`config.mk`:
```
export PLATFORM = sky130hd
export DESIGN_NAME = dmem_responder
export DESIGN_NICKNAME = d
export VERILOG_FILES = /design/src/rtl/dmem_responder_pkg.sv /design/src/rtl/dmem_array.sv /design/src/rtl/dmem_responder.sv
export SDC_FILE = /design/constraint.sdc
export NUM_CORES = 2
export LEC_CHECK = 0
export ABC_AREA = 0
export BUFFER_PORTS_ARGS = -buffer_cell sky130_fd_sc_hd__buf_4
export CAP_MARGIN = 25
export CORE_MARGIN = 2
export CORE_UTILIZATION = 45
export DETAILED_ROUTE_END_ITERATION = 12
export SLEW_MARGIN = 20
export SYNTH_ARGS = -nofsm -noshare
export SYNTH_HDL_FRONTEND = slang
export SYNTH_SLANG_ARGS = --single-unit
```
`constraint.sdc`:
```
create_clock -name clk -period 8.5 [get_ports clk]
set_input_delay 1.275 -clock clk [delete_from_list [all_inputs] [get_ports clk]]
set_output_delay 1.275 -clock clk [all_outputs]
set_load 0.005 [all_outputs]
```
`src/rtl/dmem_responder_pkg.sv`:
```
// Shared widths and FSM state encoding for the data-memory responder.
package dmem_responder_pkg;

  localparam int WORD_LEN    = 32;
  localparam int DMEM_ST_LEN = 2;

  typedef enum logic [DMEM_ST_LEN-1:0] {
    DMEM_IDLE   = 2'd0,
    DMEM_WAIT   = 2'd1,
    DMEM_ACCESS = 2'd2,
    DMEM_RESP   = 2'd3
  } dmem_st_e;

endpackage

```
`src/rtl/dmem_array.sv`:
```
// DEPTH x WORD_LEN word storage: synchronous write, asynchronous read,
// asynchronous active-low clear of every word.
module dmem_array
  import dmem_responder_pkg::*;
#(
  parameter int DEPTH = 64,
  parameter int AW    = $clog2(DEPTH)
) (
  input  logic                clk_i,
  input  logic                rst_ni,
  input  logic                we_i,
  input  logic [AW-1:0]       waddr_i,
  input  logic [WORD_LEN-1:0] wdata_i,
  input  logic [AW-1:0]       raddr_i,
  output logic [WORD_LEN-1:0] rdata_o
);

  logic [WORD_LEN-1:0] mem_q [DEPTH];

  // Word storage: whole array cleared on reset, one word written per cycle.
  always_ff @(posedge clk_i or negedge rst_ni) begin
    if (!rst_ni) begin
      for (int i = 0; i < DEPTH; i++) mem_q[i] <= '0;
    end else if (we_i) begin
      mem_q[waddr_i] <= wdata_i;
    end
  end

  assign rdata_o = mem_q[raddr_i];

endmodule

```
`src/rtl/dmem_responder.sv`:
```
// Data-memory responder: one request at a time, WAIT_CYCLES wait states,
// then a registered response held until the requester takes it.
module dmem_responder
  import dmem_responder_pkg::*;
#(
  parameter int                  DEPTH       = 64,
  parameter int                  WAIT_CYCLES = 2,
  parameter logic [WORD_LEN-1:0] BASE_ADDR   = 32'd1024
) (
  input  logic                clk,
  input  logic                rst,
  input  logic                req_valid,
  output logic                req_ready,
  input  logic                req_we,
  input  logic [WORD_LEN-1:0] req_addr,
  input  logic [WORD_LEN-1:0] req_wdata,
  output logic                rsp_valid,
  input  logic                rsp_ready,
  output logic [WORD_LEN-1:0] rsp_rdata,
  output logic                rsp_err
);

  localparam int                  AW       = $clog2(DEPTH);
  localparam logic [WORD_LEN-1:0] SPAN     = WORD_LEN'(4 * DEPTH);
  // Only used when WAIT_CYCLES > 0; the zero case bypasses WAIT entirely.
  localparam logic [3:0]          CNT_INIT = 4'(WAIT_CYCLES - 1);

  dmem_st_e            state_q, state_d;
  logic [3:0]          cnt_q, cnt_d;
  logic                rdy_en_q;
  logic                we_q;
  logic [WORD_LEN-1:0] addr_q, wdata_q;
  logic [WORD_LEN-1:0] rsp_rdata_q, rsp_rdata_d;
  logic                rsp_err_q, rsp_err_d;

  logic                accept;
  logic [WORD_LEN-1:0] off;
  logic                acc_err;
  logic                mem_we;
  logic [WORD_LEN-1:0] mem_rdata;

  // rdy_en_q keeps req_ready low during reset and until the first edge after.
  assign req_ready = rdy_en_q && (state_q == DMEM_IDLE);
  assign accept    = req_valid && req_ready;
  assign rsp_valid = (state_q == DMEM_RESP);
  assign rsp_rdata = rsp_rdata_q;
  assign rsp_err   = rsp_err_q;

  // Offset wraps, so addresses below BASE_ADDR land far out of range.
  assign off     = addr_q - BASE_ADDR;
  assign acc_err = (off[1:0] != 2'b00) || (off >= SPAN);
  assign mem_we  = (state_q == DMEM_ACCESS) && we_q && !acc_err;

  dmem_array #(
    .DEPTH (DEPTH),
    .AW    (AW)
  ) u_array (
    .clk_i   (clk),
    .rst_ni  (rst),
    .we_i    (mem_we),
    .waddr_i (off[AW+1:2]),
    .wdata_i (wdata_q),
    .raddr_i (off[AW+1:2]),
    .rdata_o (mem_rdata)
  );

  // State, counter and response registers.
  always_ff @(posedge clk or negedge rst) begin
    if (!rst) begin
      state_q     <= DMEM_IDLE;
      cnt_q       <= '0;
      rdy_en_q    <= 1'b0;
      rsp_rdata_q <= '0;
      rsp_err_q   <= 1'b0;
    end else begin
      state_q     <= state_d;
      cnt_q       <= cnt_d;
      rdy_en_q    <= 1'b1;
      rsp_rdata_q <= rsp_rdata_d;
      rsp_err_q   <= rsp_err_d;
    end
  end

  // Request capture on handshake; held until the next accepted request.
  always_ff @(posedge clk or negedge rst) begin
    if (!rst) begin
      we_q    <= 1'b0;
      addr_q  <= '0;
      wdata_q <= '0;
    end else if (accept) begin
      we_q    <= req_we;
      addr_q  <= req_addr;
      wdata_q <= req_wdata;
    end
  end

  // Next-state, wait countdown and response formation.
  always_comb begin
    state_d     = state_q;
    cnt_d       = cnt_q;
    rsp_rdata_d = rsp_rdata_q;
    rsp_err_d   = rsp_err_q;
    case (state_q)
      DMEM_IDLE: begin
        if (accept) begin
          if (WAIT_CYCLES == 0) begin
            state_d = DMEM_ACCESS;
          end else begin
            state_d = DMEM_WAIT;
            cnt_d   = CNT_INIT;
          end
        end
      end
      DMEM_WAIT: begin
        if (cnt_q == 4'd0) state_d = DMEM_ACCESS;
        else               cnt_d   = cnt_q - 4'd1;
      end
      DMEM_ACCESS: begin
        state_d     = DMEM_RESP;
        rsp_err_d   = acc_err;
        rsp_rdata_d = (acc_err || we_q) ? '0 : mem_rdata;
      end
      DMEM_RESP: begin
        if (rsp_ready) state_d = DMEM_IDLE;
      end
      default: state_d = DMEM_IDLE;
    endcase
  end

endmodule
```
After elaboration in Yosys (flattened, before gate mapping) --
Cells that the tools add are included. W data, S select, Z words.
Operators by class: $add $sub $neg 2, order comparisons 3, equality and inequality tests 7, multiplexer cells 14, bitwise gates (word level) 1, reductions and logical operators 14
Operators by type and width (number):
- $bwmux W2048 | 1
- $bmux W32 S6 | 1
- $demux W32 S6 | 1
- $mux W32 | 4
- $ge A32 B9 Y1 const B | 1
- $sub A32 B11 Y32 const B | 1
- $mux W4 | 2
- $pmux W2 S4 | 1
- $pmux W4 S2 | 1
- $ge A7 B7 Y1 const B | 1
- $lt A7 B1 Y1 const B | 1
- $not A6 Y7 | 1
- $mux W2 | 3
- $ne A2 B2 Y1 const B | 3
- $reduce_and A3 Y1 | 2
- $logic_and A1 B1 Y1 | 5
- $eq A2 B2 Y1 const B | 2
- $logic_not A4 Y1 | 1
- $reduce_bool A2 Y1 | 2
- $sub A4 B1 Y4 const B | 1
- $eq A2 B1 Y1 const B | 1
- $logic_not A2 Y1 | 1
- $logic_or A1 B1 Y1 | 2
- $ne A2 B1 Y1 const B | 1
- $logic_not A1 Y1 | 1
Word-level totals: register bits after elaboration 2153, bits of input ports 69, word-level logic and storage cells 113

Logic depth before layout (Yosys ltp) --
word-level depth 7, gate-level depth with buffers 12, depth with buffers taken out 8

Modules after synthesis --
From an unflattened synthesis, not the netlist that was laid out.
Unflattened totals: cells, all modules 6062, area, all modules 96676.5 sq um
By module, submodules not included:
- dmem_array | instances 1, cells each 5788, area each 92511.2 sq um, seq. area each 51249.2 sq um
- dmem_responder | instances 1, cells each 274, area each 4165.2 sq um, seq. area each 2627.5 sq um

Least setup slack after synthesis --
OpenSTA, ideal clock, no wires.
path type reg2reg, start point register state_q[0], end point register u_array.mem_q[1635] in the netlist's numbering, setup time 128 ps, data arrival time 2748 ps, data required time 8372 ps, slack 5624 ps, cell stages (with the launch flop) 11, buffers on the path 3, period minus slack after synthesis 2876 ps, cells stage by stage dfrtp_1 -> inv_1 -> ha_1 -> nor4bb_1 -> nand3_1 -> or2_1 -> buf_4 -> buf_6 -> a2111oi_4 -> buf_6 -> mux2_1
Between the ends: cells in the longest elaborated chain, start to end 3
Ends and longest elaborated chain:
- start: declaration | line dmem_responder.sv:28 | dmem_st_e state_q, state_d;
- start signal: assignment | line dmem_responder.sv:76 | state_q <= state_d;
- $eq A2 B2 Y1 | line dmem_responder.sv:52 | assign mem_we = (state_q == DMEM_ACCESS) && we_q && !acc_err;
- $logic_and A1 B1 Y1 (2 in series) | line dmem_responder.sv:52
- end signal: indexed assignment | line dmem_array.sv:25 | mem_q[waddr_i] <= wdata_i;
- end: declaration | line dmem_array.sv:18 | logic [WORD_LEN-1:0] mem_q [DEPTH];
Every way passes these cells. A chain may end at the register's enable or synchronous reset.

Worst setup path after layout --
start point register addr_q[2], end point register u_array.mem_q[1736] in the netlist's numbering
Between the ends: cells in the longest elaborated chain, start to end 7, elaborated cells between the ends (all ways) 12
Ends and longest elaborated chain:
- start: declaration | line dmem_responder.sv:32 | logic [WORD_LEN-1:0] addr_q, wdata_q;
- start signal: assignment | line dmem_responder.sv:92 | addr_q <= req_addr;
- $sub A32 B11 Y32 * | line dmem_responder.sv:50 | assign off = addr_q - BASE_ADDR;
- $not A6 Y7 (not written as such) | line dmem_array.sv:25
- $ge A7 B7 Y1 (not written as such) / $lt A7 B1 Y1 (equally long branches) | line dmem_array.sv:25
- $logic_and A1 B1 Y1 (not written as such) | line dmem_array.sv:25
- $mux W32 (not written as such) | line dmem_array.sv:25
- $demux W32 S6 | line dmem_array.sv:25
- $bwmux W2048 | line dmem_array.sv:25
Every way passes the cells marked *; elsewhere a longest branch is shown, timed or not.

==> reports/metrics.cfg <==
[placement]
port_buffers = 103
dp_hpwl_mm = 204
dp.cells = 9621
place_area_mm2 = 0.103
place_ws_ns = 4.06
place_congestion = 0.853

[timing]
fin_skew_ns = 0.0569
min_period_ns = 4.70
slew_headroom_pct = 26.1
max_freq_ghz = 0.213
period_share_pct = 55.3
setup_tns_ns = 0
rsz0062_at_grt = no
setup_viol = 0
finalHoldViolCount = 0
slew_viol_final = 0
fin_ws_ns = 3.80
worst_slew_pin_slew_ns = 1.10

[drt]
postRouteAntennaNets = 0
routed_wl_mm = 353
dr.pass1.iters = 6
drt-vias-per-instance = 6.44
drt_iter0_markers = 6848
num_vias = 64805
post_drt_wl_per_cell_um = 35.1
drc = 0

[synth]
syn-mean-instance-area_um2 = 14.2
syn-cell-area_mm2 = 0.0997
yosysTopAreaCellShare_pct = 54.0
async_flop_share_pct = 100
synth_most_common_cell = dfrtp_1
synth_area_leaders = dfrtp_1 (54%), mux2_2 (23%), mux4_2 (3.3%)
synth_warnings = 0
yosysSeqAreaShare_pct = 54.0
synth-edff-count = 0
synth.distinct_cells = 79
synthFlopType = dfrtp_1
synth_common_cells = dfrtp_1 (2153), mux2_2 (2045), clkbuf_1 (342)
syn_inst = 7033
synth-seq-cells = 2153
syn_nets = 7109
yosysTopAreaCell = dfrtp_1

[clocking]
cts_tree = built
holdBufCountCts = 0
htreeDepth = 4
clkTransAtPathRegs_ns = 0.06
cts_sinks = 2153
cts-root-buf = clkbuf_16
cts_buffers = 225
insertion_delay_ns = 0.92
cts_resized = 0
postCtsSetupRepairBufs = 0
cts_max_path_buffers = 3

[power_and_ir_drop]
swShare_pct = 40.5
ir_drop_v = 0.000322
p_switching_mw = 12.9
p_int_mw = 19.0
fin_total_pwr_mw = 31.9
power_frac_comb_pct = 33.8
p_seq_share_pct = 34.4
clkPwrFrac_pct = 31.8
power.density_mw_per_mm2 = 288
p_leak_nw = 53.0

[setup_path]
start_kind = flip-flop
crit_required_ns = 9.27
cpMaxStageDelayCell = buf_4
crit_path_max_fanout = 44
worstPathCellList = buf_4, nand2b_4, nor2_1, nand2_1, a2111oi_4, buf_4, mux2_2
cpPeakStageDelay_ns = 0.70
cp-end-kind = flip-flop
crit_arrival_ns = 5.47
cpMostUsedCell = buf_4
path_class = flip-flop to flip-flop

[floorplan]
dieArea_mm2 = 0.225
rows = 172
coreArea_mm2 = 0.220
die_w_um = 475
start_util_pct = 45.3
ioPinCount = 104
die_y_um = 475

[final_layout]
finalNonFillerCells = 10063
design_area_mm2 = 0.111
fin_nets = 6971
syn2layout_area_growth_pct = 11.0
drive_above_1_share_pct = 43.3

[global_route]
grtUsageMet2_pct = 47.2
grtUsageMet3_pct = 5.82
track_usage_pct = 31.2
grt_pass1_vias = 65321
antenna_found_initial = 13
grt_pass1_wl_mm = 503
grt_max_degree = 180
gr-max-usage-layer = met2
grt.met1_usage_pct = 43.4
overflow = 0

[run]
cap_violations = 0

[worst_hold_path]
hold_class = input port to asynchronous set/reset pin

[outcome]
outcome = finished, final reports clean

power groups by stage:
stage / combinational (mW) / sequential (mW) / clock, mW
4_1_cts: 10.5 / 11.0 / 10.3
3_5_place_dp: 10.5 / 11.2 / 0
3_3_place_gp: 10.4 / 11.1 / 0
2_1_floorplan: 6.11 / 10.7 / 0
5_1_grt: 11.0 / 11.0 / 10.7
6_report: 10.8 / 11.0 / 10.2
flip-flops by register name, indices dropped and copies added (netlist names):
signal         count
wdata_q           32
addr_q            32
we_q               1
rdy_en_q           1
u_array.mem_q   2048
cnt_q              4
rsp_err            1
state_q            2
rsp_rdata         32
final timing paths:
check,start,end,slack [ns],cells after the start
worst min-delay path,rst,u_array.mem_q[678],0.34,1
max in group asynchronous,rst,u_array.mem_q[1841],6.05,3
worst min register to register,u_array.mem_q[2035],u_array.mem_q[2035],0.48,1
worst max-delay path,addr_q[2],u_array.mem_q[1736],3.80,7
min in group clk,u_array.mem_q[2035],u_array.mem_q[2035],0.48,1
worst max register to register,addr_q[2],u_array.mem_q[1736],3.80,7
area by class of cell:
type | instances | area, um2
antenna | 14 | 35.0
clock buffer | 368 | 6930
clock inverter | 55 | 728
fill | 18879 | 109000
inverter | 30 | 121
multi-input combinational | 4111 | 42100
sequential | 2153 | 53900
tap | 2958 | 3700
timing repair buffer | 374 | 3170
cells in the final DEF, fill, tap and decap left out, types with 10 or more instances in the layout:
master     instances
clkbuf_8          70
buf_4            346
a222oi_1          13
clkbuf_1          70
a2111oi_4         64
buf_12            22
a22o_1            13
or3_1             15
mux2_1           249
a21oi_1          110
mux2_2          2045
o22ai_1          259
mux4_2           147
nor2b_1           33
o22a_1            10
a221oi_1          19
a31oi_1           10
nor2_1            80
a22oi_1           56
dfrtp_2           29
o211ai_1          10
a211oi_1          42
o31ai_1           28
o221ai_1         108
diode_2           14
mux2i_1          233
dfrtp_1         2118
nor3_1            23
nand2_1          168
o32ai_1           10
inv_1             26
nand2b_1          14
nand3_1           22
clkbuf_16        228
bufinv_16         10
clkinv_2          28
o21ai_0          110
o2111ai_1         14
a2bb2oi_1         48
critical path, delay by kind of cell, from the launching register on:
family	cells	cell delay, ns
buffers and inverters	2	1.36
flip-flops	1	0.65
AND/OR/NAND/NOR	3	1.58
multiplexers	1	0.41
AO/OA/AOI/OAI	1	0.47
logic make-up (layout without fill, tap and decap cells):
| family | after synthesis | in the layout | share of synthesized area, % |
|---|---|---|---|
| compound gates | 984 | 984 | 8.15 |
| xor+xnor | 2 | 2 | 0.0176 |
| fa+ha+maj | 7 | 7 | 0.0878 |
| buf+inv | 769 | 827 | 4.00 |
| flops | 2153 | 2153 | 54.0 |
| mux | 2675 | 2675 | 31.6 |
| other cells | 1 | 15 | 0.00376 |
| simple gates | 442 | 442 | 2.14 |
per-stage QoR:
stage | utilization (%) | hold slack [ns]
finish | 50.3 | 0.339
global route | 50.3 | 0.371
CTS | 50.3 | 0.365
detailed placement | 46.8 | 0.466
global placement | 46.7 | 0.459
floorplan | - | 0.449
metal layers:
layer / up-vias / routed length, um
met4: 16 / 18800
met1: 35306 / 148000
li1: 25774 / -
met3: 787 / 27800
met5: - / 102
met2: 2922 / 158000
Note: power is estimated with default switching activity, not from simulation.
